### src/rtl/flag_register.sv
`default_nettype none
// ============================================================================
//  Module   : flag_register
//  Purpose  : Derives the Z/N/V status flags from flag-setting ALU operations,
//             holds them in a flag register and keeps a DEPTH-entry LIFO so the
//             flags survive trap/interrupt entry and return.
//  Revision : 1.0 - initial release
// ============================================================================
module flag_register #(
   parameter int WIDTH = 32,
   parameter int DEPTH = 4
) (
   input  logic             clk,
   input  logic             rst,
   input  logic [WIDTH-1:0] alu_result,
   input  logic             a_msb,
   input  logic             b_msb,
   input  logic [1:0]       alu_op,
   input  logic             flag_we,
   input  logic             push,
   input  logic             pop,
   output logic             Z,
   output logic             N,
   output logic             V,
   output logic             stk_empty,
   output logic             stk_full,
   output logic             err
);

   // Counter must represent 0..DEPTH inclusive
   localparam int               PTR_W    = $clog2(DEPTH + 1);
   localparam logic [PTR_W-1:0] CNT_FULL = PTR_W'(DEPTH);
   localparam logic [PTR_W-1:0] CNT_ZERO = '0;
   localparam logic [PTR_W-1:0] CNT_ONE  = PTR_W'(1);

   // ALU operation encodings; everything else behaves as logic/move
   localparam logic [1:0] OP_ADD = 2'b00;
   localparam logic [1:0] OP_SUB = 2'b01;

   // Flag register
   logic z_q, z_d;
   logic n_q, n_d;
   logic v_q, v_d;

   // Stack bookkeeping and status
   logic [PTR_W-1:0] cnt_q, cnt_d;
   logic             empty_q, empty_d;
   logic             full_q, full_d;
   logic             err_q, err_d;

   // Stack storage, each entry is {Z,N,V}
   logic [2:0] stk_q [DEPTH];
   logic [2:0] stk_d [DEPTH];

   // Freshly derived flags for this cycle's ALU result
   logic res_msb;
   logic z_new;
   logic n_new;
   logic v_new;

   // Decoded stack requests
   logic req_conflict;
   logic pop_ok;
   logic pop_err;
   logic push_ok;
   logic push_err;
   logic flag_upd;
   logic [2:0] top_entry;

   // Derive Z/N/V from the ALU result; logic ops keep the current V
   always_comb begin
      res_msb = alu_result[WIDTH-1];
      z_new   = (alu_result == '0);
      n_new   = res_msb;
      case (alu_op)
         OP_ADD:  v_new = (a_msb == b_msb) & (res_msb != a_msb);
         OP_SUB:  v_new = (a_msb != b_msb) & (res_msb != a_msb);
         default: v_new = v_q;
      endcase
   end

   // Resolve the per-cycle request priority between push, pop and flag_we
   always_comb begin
      req_conflict = push & pop;
      pop_ok       = pop  & ~push & (cnt_q != CNT_ZERO);
      pop_err      = pop  & ~push & (cnt_q == CNT_ZERO);
      push_ok      = push & ~pop  & (cnt_q != CNT_FULL);
      push_err     = push & ~pop  & (cnt_q == CNT_FULL);
      // Any pop request (legal, illegal or colliding with push) masks flag_we
      flag_upd     = flag_we & ~pop;
   end

   // Select the entry at the top of the stack (index cnt_q-1)
   always_comb begin
      top_entry = stk_q[0];
      for (int i = 0; i < DEPTH; i++) begin
         if (cnt_q == PTR_W'(i + 1)) begin
            top_entry = stk_q[i];
         end
      end
   end

   // Next-state for flags, counter, status outputs and stack contents
   always_comb begin
      z_d   = z_q;
      n_d   = n_q;
      v_d   = v_q;
      cnt_d = cnt_q;
      err_d = req_conflict | pop_err | push_err;
      for (int i = 0; i < DEPTH; i++) begin
         stk_d[i] = stk_q[i];
      end

      if (pop_ok) begin
         // Restored value wins over any concurrent ALU update
         {z_d, n_d, v_d} = top_entry;
         cnt_d           = cnt_q - CNT_ONE;
      end else begin
         if (push_ok) begin
            // The saved copy is always the pre-edge flag value
            for (int i = 0; i < DEPTH; i++) begin
               if (cnt_q == PTR_W'(i)) begin
                  stk_d[i] = {z_q, n_q, v_q};
               end
            end
            cnt_d = cnt_q + CNT_ONE;
         end
         if (flag_upd) begin
            z_d = z_new;
            n_d = n_new;
            v_d = v_new;
         end
      end

      empty_d = (cnt_d == CNT_ZERO);
      full_d  = (cnt_d == CNT_FULL);
   end

   // Flag, counter and status registers with asynchronous reset
   always_ff @(posedge clk or posedge rst) begin
      if (rst) begin
         z_q     <= 1'b1;
         n_q     <= 1'b0;
         v_q     <= 1'b0;
         cnt_q   <= CNT_ZERO;
         empty_q <= 1'b1;
         full_q  <= 1'b0;
         err_q   <= 1'b0;
      end else begin
         z_q     <= z_d;
         n_q     <= n_d;
         v_q     <= v_d;
         cnt_q   <= cnt_d;
         empty_q <= empty_d;
         full_q  <= full_d;
         err_q   <= err_d;
      end
   end

   // Stack storage needs no reset; entries above the count are never read
   always_ff @(posedge clk) begin
      for (int i = 0; i < DEPTH; i++) begin
         stk_q[i] <= stk_d[i];
      end
   end

   assign Z         = z_q;
   assign N         = n_q;
   assign V         = v_q;
   assign stk_empty = empty_q;
   assign stk_full  = full_q;
   assign err       = err_q;

endmodule
`default_nettype wire

### config.mk
export PLATFORM = sky130hd
export DESIGN_NAME = flag_register
export DESIGN_NICKNAME = d
export VERILOG_FILES = /design/src/rtl/flag_register.sv
export SDC_FILE = /design/constraint.sdc
export NUM_CORES = 1
export LEC_CHECK = 0
export BUFFER_PORTS_ARGS = -buffer_cell sky130_fd_sc_hd__buf_2
export CAP_MARGIN = 40
export CORE_MARGIN = 2
export CORE_UTILIZATION = 46
export DETAILED_ROUTE_END_ITERATION = 8
export GPL_TIMING_DRIVEN = 0
export PLACE_DENSITY = 0.77
export SLEW_MARGIN = 25
export SYNTH_ARGS = -nofsm -noshare
export SYNTH_HDL_FRONTEND = slang
export SYNTH_SLANG_ARGS = --single-unit
### constraint.sdc
create_clock -name clk -period 2.6 [get_ports clk]
set_clock_uncertainty 0.05 [all_clocks]
set_input_delay 0.13 -clock clk [delete_from_list [all_inputs] [get_ports clk]]
set_output_delay 0.13 -clock clk [all_outputs]
set_load 0.01 [all_outputs]
==> results_dict.tcl, run 1 <==
set metrics [dict create \
    synthArstFlopShare_pct 42.9 \
    first_pass_iters 5 \
    insertion_delay_ns 0.31 \
    power_density_nw_per_um2 842 \
    dr.first_iter.drc_count 30 \
    cp-start-kind "flip-flop" \
    root_buffer "clkbuf_4" \
    synth_seq_cells 21 \
    fillerInstances 205 \
    status "finished, final reports clean" \
    crit_slowest_cell "a21oi_1" \
    cpPeakStageDelay_ns 0.44 \
    finalNonFillerCells 178 \
    finalSetupTns_ns 0 \
    syn_inst 99 \
    syn_nets 145 \
    overflow 0 \
    initial_core_util_pct 49.2 \
    grt_pass1_vias 994 \
    grt_usage_pct 22.1 \
    seq_area_frac_synth_pct 53.5 \
    grt_first_pass_wirelength_um 4290 \
    gp_congestion 0.848 \
    via_count 1032 \
    ys_warn_count 0 \
    final_util_pct 63.1 \
    dp_hpwl_um 2160 \
    worstSetupPathType "flip-flop to flip-flop" \
    rsz0062_at_grt "false" \
    num-nets-final 197 \
    htree_levels 1 \
    setup_viol 0 \
    placed_cells 173 \
    path_cells "inv_1, ha_1, a21oi_1, nand2_1, nor4_2" \
    antenna_found_initial 0 \
    drc 0 \
    via_per_inst 5.80 \
    ant_nets 0 \
    maxSlewViolCount 0 \
    tritoncts "done" \
    core_um2 2230 \
    fmax_ghz 0.436 \
    timing.final.crit_share_pct 88.2 \
    finalHoldViolations 0 \
    end_kind "flip-flop" \
    reg2reg_to "stk_q[1][0]$_DFFE_PP_" \
    r2r_slack_ns 0.31 \
    p_leak_nw 0.614 \
    fp.dieW_um 52.9 \
    synthDistinctLibCells 33 \
    rr_worst_depth 5 \
    synth_edf_count 12 \
    cts-buffers-inserted 3 \
    postCtsSetupRepairBufs 0 \
    required_ns 2.53 \
    diodes 0 \
    area_growth_pct 28.1 \
    syn_area_um2 1100 \
    syn_avg_cell_area_um2 11.1 \
    wl_per_cell_um 15.1 \
    tightest_slew_ns 0.560 \
    ios 47 \
    hp-class "input pin to flip-flop" \
    path_clk_slew_ns 0.12 \
    dieArea_um2 2800 \
    ys.flop_type "edfxtp_1" \
    die_h_um 52.9 \
    peakVddDrop_v 0.000464 \
    grt_max_degree 13 \
    critPathLaunch "cnt_q[0]$_DFF_PP0_" \
    fp-row-count 17 \
    final_layout_size_suffix_gt1_share_pct 38.0 \
    critPathArrivalTime_ns 2.22 \
    worst_r2r_startpoint "cnt_q[0]$_DFF_PP0_" \
    max_slew_margin_pct 61.7 \
    endpoint "stk_q[1][0]$_DFFE_PP_" \
    clock_tree.buffer_depth 2 \
    fin_crit_ns 2.29 \
    portBuffers 46 \
    drt_wl_total_um 2680 \
    worstPathMaxFanout 7 \
    cts_num_sinks 21 \
    maxCapViolCount 0 \
]
## worst min path at each step
stage	start	cells past startpoint	end	slack, ns
after detailed placement	rst	2	err$_DFF_PP0_	0.06
after global routing	alu_op[1]	3	V$_DFFE_PP0P_	0.08
after floorplan	rst	1	N$_DFFE_PP0P_	-0.09
after CTS	alu_op[1]	3	V$_DFFE_PP0P_	0.06
after global placement	rst	2	stk_full$_DFF_PP0_	0.04
final	alu_op[1]	3	V$_DFFE_PP0P_	0.06
## flip-flops by register name, summed over array words and instances, names as in the netlist
register   count
V              1
stk_q         12
stk_full       1
err            1
cnt_q          3
N              1
stk_empty      1
Z              1
## repair_timing
item / 4_1_cts / 5_1_grt
endpoints found under the hold margin: 9 / 0
hold buffers: 1 / 0
gates resized for setup: 0 / 1
endpoints found under the setup margin: 0 / 3
## placed cells by master (no fill, tap or decap), types with 2 or more instances in the layout
| master | instances |
|---|---|
| nor2b_1 | 3 |
| nor4_1 | 7 |
| and3_1 | 3 |
| mux2_2 | 2 |
| inv_1 | 7 |
| nand3_1 | 4 |
| dfrtp_1 | 7 |
| o21ai_0 | 5 |
| a2111oi_0 | 2 |
| o22ai_1 | 3 |
| nand2b_1 | 4 |
| nor2_1 | 2 |
| or4_1 | 2 |
| ha_1 | 5 |
| edfxtp_1 | 12 |
| clkbuf_4 | 3 |
| a21oi_1 | 7 |
| dfstp_2 | 2 |
| o2111ai_1 | 2 |
| nand2_1 | 5 |
| buf_2 | 46 |
## layer usage
metal  GRT usage (%)  part of all wire, %  up-vias
li1                -                    -      486
met1            25.5                   39      481
met2            39.6                   51       61
met3            2.26                  7.8        4
met4            12.4                  2.1        0
met5               0                    0        -
## area by class of cell
| cell class | instances | area [um^2] | area share [%] |
|---|---|---|---|
| clock buffers | 3 | 22.5 | 1.60 |
| repair buffers | 47 | 240 | 17.1 |
| plain buffers | 1 | 3.75 | 0.266 |
| well taps | 28 | 35.0 | 2.49 |
| inverters | 7 | 26.3 | 1.87 |
| clock inverters | 1 | 5.00 | 0.355 |
| multi-input cells | 70 | 488 | 34.6 |
| flip-flops and latches | 21 | 588 | 41.7 |
## synth_stat cells (2+ instances only)
cell | instances | area [um^2]
nor2_1 | 2 | 7.51
o2111ai_1 | 2 | 17.5
nand2b_1 | 4 | 25.0
dfstp_2 | 2 | 52.6
nor2b_1 | 3 | 18.8
a2111oi_0 | 2 | 17.5
nor4_1 | 8 | 50.1
a21oi_1 | 7 | 35.0
and3_1 | 3 | 18.8
nand3_1 | 4 | 20.0
or4_1 | 2 | 15.0
edfxtp_1 | 12 | 360
inv_1 | 7 | 26.3
o22ai_1 | 3 | 18.8
o21ai_0 | 5 | 25.0
ha_1 | 5 | 62.6
mux2_2 | 2 | 22.5
nand2_1 | 5 | 18.8
dfrtp_1 | 7 | 175
## worst max-delay path: cells and delay by family (launching register included)
kind	cells	cell delay (ns)
adders and majority gates	1	0.29
AOI/OAI and AO/OA	1	0.44
DFF	1	0.42
buffers and inverters	1	0.16
and+or+nand+nor	2	0.60
## through the flow
step / power, mW / hold WS [ns] / cell area [um^2] / setup slack [ns]
floorplan: 0.845 / -0.0935 / 1100 / 0.682
global placement: 0.985 / 0.0433 / 1370 / 0.351
finish: 1.19 / 0.0583 / 1410 / 0.306
CTS: 1.18 / 0.0569 / 1400 / 0.199
detailed placement: 1.02 / 0.0582 / 1370 / 0.220
global route: 1.27 / 0.0786 / 1410 / 0.168
## report_power, final
part	leakage [nW]	total, mW	internal [mW]	switching (mW)
clock network	0.0177	0.163	0.0577	0.105
logic	0.381	0.471	0.202	0.269
registers	0.215	0.553	0.471	0.0819
## logic make-up (layout without fill, tap and decap cells)
| family | count (synthesis) | in the layout | share of synthesized area [%] |
|---|---|---|---|
| AO/OA/AOI/OAI | 24 | 24 | 14.4 |
| buffers and inverters | 8 | 59 | 2.73 |
| XOR/XNOR | 2 | 2 | 1.59 |
| multiplexers | 2 | 2 | 2.05 |
| adder cells (fa/ha/maj) | 5 | 5 | 5.69 |
| AND/OR/NAND/NOR | 37 | 37 | 20.0 |
| flip-flops | 21 | 21 | 53.5 |
No activity file was read; power rests on OpenSTA's default activity.
==> run 2: changes to the inputs <==
--- a/config.mk
+++ b/config.mk
@@ -12,6 +12,7 @@
 export DETAILED_ROUTE_END_ITERATION = 8
 export GPL_TIMING_DRIVEN = 0
 export PLACE_DENSITY = 0.77
+export REMOVE_ABC_BUFFERS = 1
 export SLEW_MARGIN = 25
 export SYNTH_ARGS = -nofsm -noshare
 export SYNTH_HDL_FRONTEND = slang
==> results_dict.tcl, run 2 (synthesis results as in run 1) <==
set metrics [dict create \
    worst_r2r_startpoint "cnt_q[0]$_DFF_PP0_" \
    setup_viol 0 \
    finalSetupTns_ns 0 \
    tritoncts "done" \
    drc 0 \
    max_slew_margin_pct 50.7 \
    timing.hold.worst.start "alu_op[1]" \
    status "finished, final reports clean" \
    drt_wl_total_um 2590 \
    cts-buffers-inserted 3 \
    final_util_pct 62.6 \
    die_h_um 52.9 \
    fp.dieW_um 52.9 \
    total_power_mw 1.18 \
    fin_crit_ns 2.34 \
    diodes 0 \
    power_density_nw_per_um2 841 \
    root_buffer "clkbuf_4" \
    r2r_slack_ns 0.26 \
    maxSlewViolCount 0 \
    layout_common_cells "buf_2, edfxtp_1, nor4_1" \
    cp-start-kind "flip-flop" \
    dr.first_iter.drc_count 13 \
    insertion_delay_ns 0.32 \
    ios 47 \
    initial_core_util_pct 49.2 \
    fillerInstances 213 \
    num-nets-final 196 \
    largest_reg_flops 12 \
    p_leak_nw 0.612 \
    maxCapViolCount 0 \
    worstSetupPathType "flip-flop to flip-flop" \
    grt_usage_pct 21.6 \
    tightest_slew_ns 0.733 \
    final_common_cell "buf_2" \
    overflow 0 \
    holdPathEnd "V$_DFFE_PP0P_" \
    portBuffers 46 \
    timing.final.crit_share_pct 90.2 \
    dieArea_um2 2800 \
    fp-row-count 17 \
    placed_cell_area_um2 1360 \
    clock_tree.buffer_depth 2 \
    fmax_ghz 0.427 \
    htree_levels 1 \
    worstPathMaxFanout 7 \
    finalHoldViolations 0 \
    grt_first_pass_wirelength_um 4290 \
    hold_path_depth 3 \
    via_count 1027 \
    rsz0062_at_grt "false" \
    required_ns 2.51 \
    stdcell_area_um2 1400 \
    ant_nets 0 \
    critPathArrivalTime_ns 2.26 \
    core_um2 2230 \
    reg_top3 "stk_q (12), cnt_q (3)" \
    first_pass_iters 5 \
    grt_pass1_vias 1009 \
    reg2reg_to "stk_q[1][2]$_DFFE_PP_" \
    rr_worst_depth 5 \
    gp_congestion 0.844 \
    wl_per_cell_um 14.6 \
    via_per_inst 5.80 \
    hp-class "input pin to flip-flop" \
    peakVddDrop_v 0.000482 \
    final_layout_size_suffix_gt1_share_pct 37.6 \
    whs_ns 0.0793 \
    cts_num_sinks 21 \
    grt_max_degree 13 \
    dp_hpwl_um 2030 \
    regMostFlops "stk_q" \
    end_kind "flip-flop" \
    path_clk_slew_ns 0.12 \
    area_growth_pct 27.2 \
    antenna_found_initial 0 \
]
## run 2: changes by cell type in the layout (fill, tap and decap cells not counted), sizes merged
cell and delta:
clkbuf -1
## run 2: timing repair
action,4_1_cts,5_1_grt
setup buffers,0,0
hold buffers,1,0
endpoints found under the hold margin,8,0
gates resized for setup,0,0
## run 2: critical path, stage by stage (launching register included)
cell     delay [ns]
dfrtp_1        0.40
inv_1          0.14
ha_1           0.28
a21oi_1        0.36
nand2_1        0.17
nor4_1         0.58
## run 2: metal layers
metal  share of wire (%)  track usage [%]  vias up  wire (um)
met2                  49             35.8       61       1270
met4                 2.4             13.7        0         63
met1                  40             27.0      475       1050
li1                    -                -      486          -
met3                 7.8             1.98        5        203
met5                   0                0        -          0
## run 2: cell type report
class | count | area [um^2] | area share (%)
Tap cell | 28 | 35.0 | 2.50
Timing Repair Buffer | 47 | 240 | 17.2
Clock buffer | 3 | 22.5 | 1.61
Multi-Input combinational cell | 70 | 482 | 34.4
Clock inverter | 1 | 5.00 | 0.358
Sequential cell | 21 | 588 | 42.0
Inverter | 7 | 26.3 | 1.88
## run 2: report_power, final
group,internal [mW],switching [mW],total [mW]
registers,0.471,0.0764,0.547
clock network,0.0576,0.108,0.166
logic,0.198,0.264,0.463
## run 2: metrics by stage
step                      setup WS, ns  cells
after global placement           0.355    172
final                            0.255    177
after CTS                        0.245    177
after global routing            0.0214    177
after floorplan                  0.682     98
after detailed placement         0.261    172
## run 2: how the worst max path moves through the flow
stage,from,endpoint,cells after the start
floorplan,cnt_q[0]$_DFF_PP0_,stk_q[1][0]$_DFFE_PP_,5
CTS,cnt_q[0]$_DFF_PP0_,stk_q[1][2]$_DFFE_PP_,5
global placement,cnt_q[0]$_DFF_PP0_,stk_q[1][1]$_DFFE_PP_,5
detailed placement,cnt_q[0]$_DFF_PP0_,stk_q[1][1]$_DFFE_PP_,5
global route,cnt_q[0]$_DFF_PP0_,stk_q[1][0]$_DFFE_PP_,5
finish,cnt_q[0]$_DFF_PP0_,stk_q[1][2]$_DFFE_PP_,5
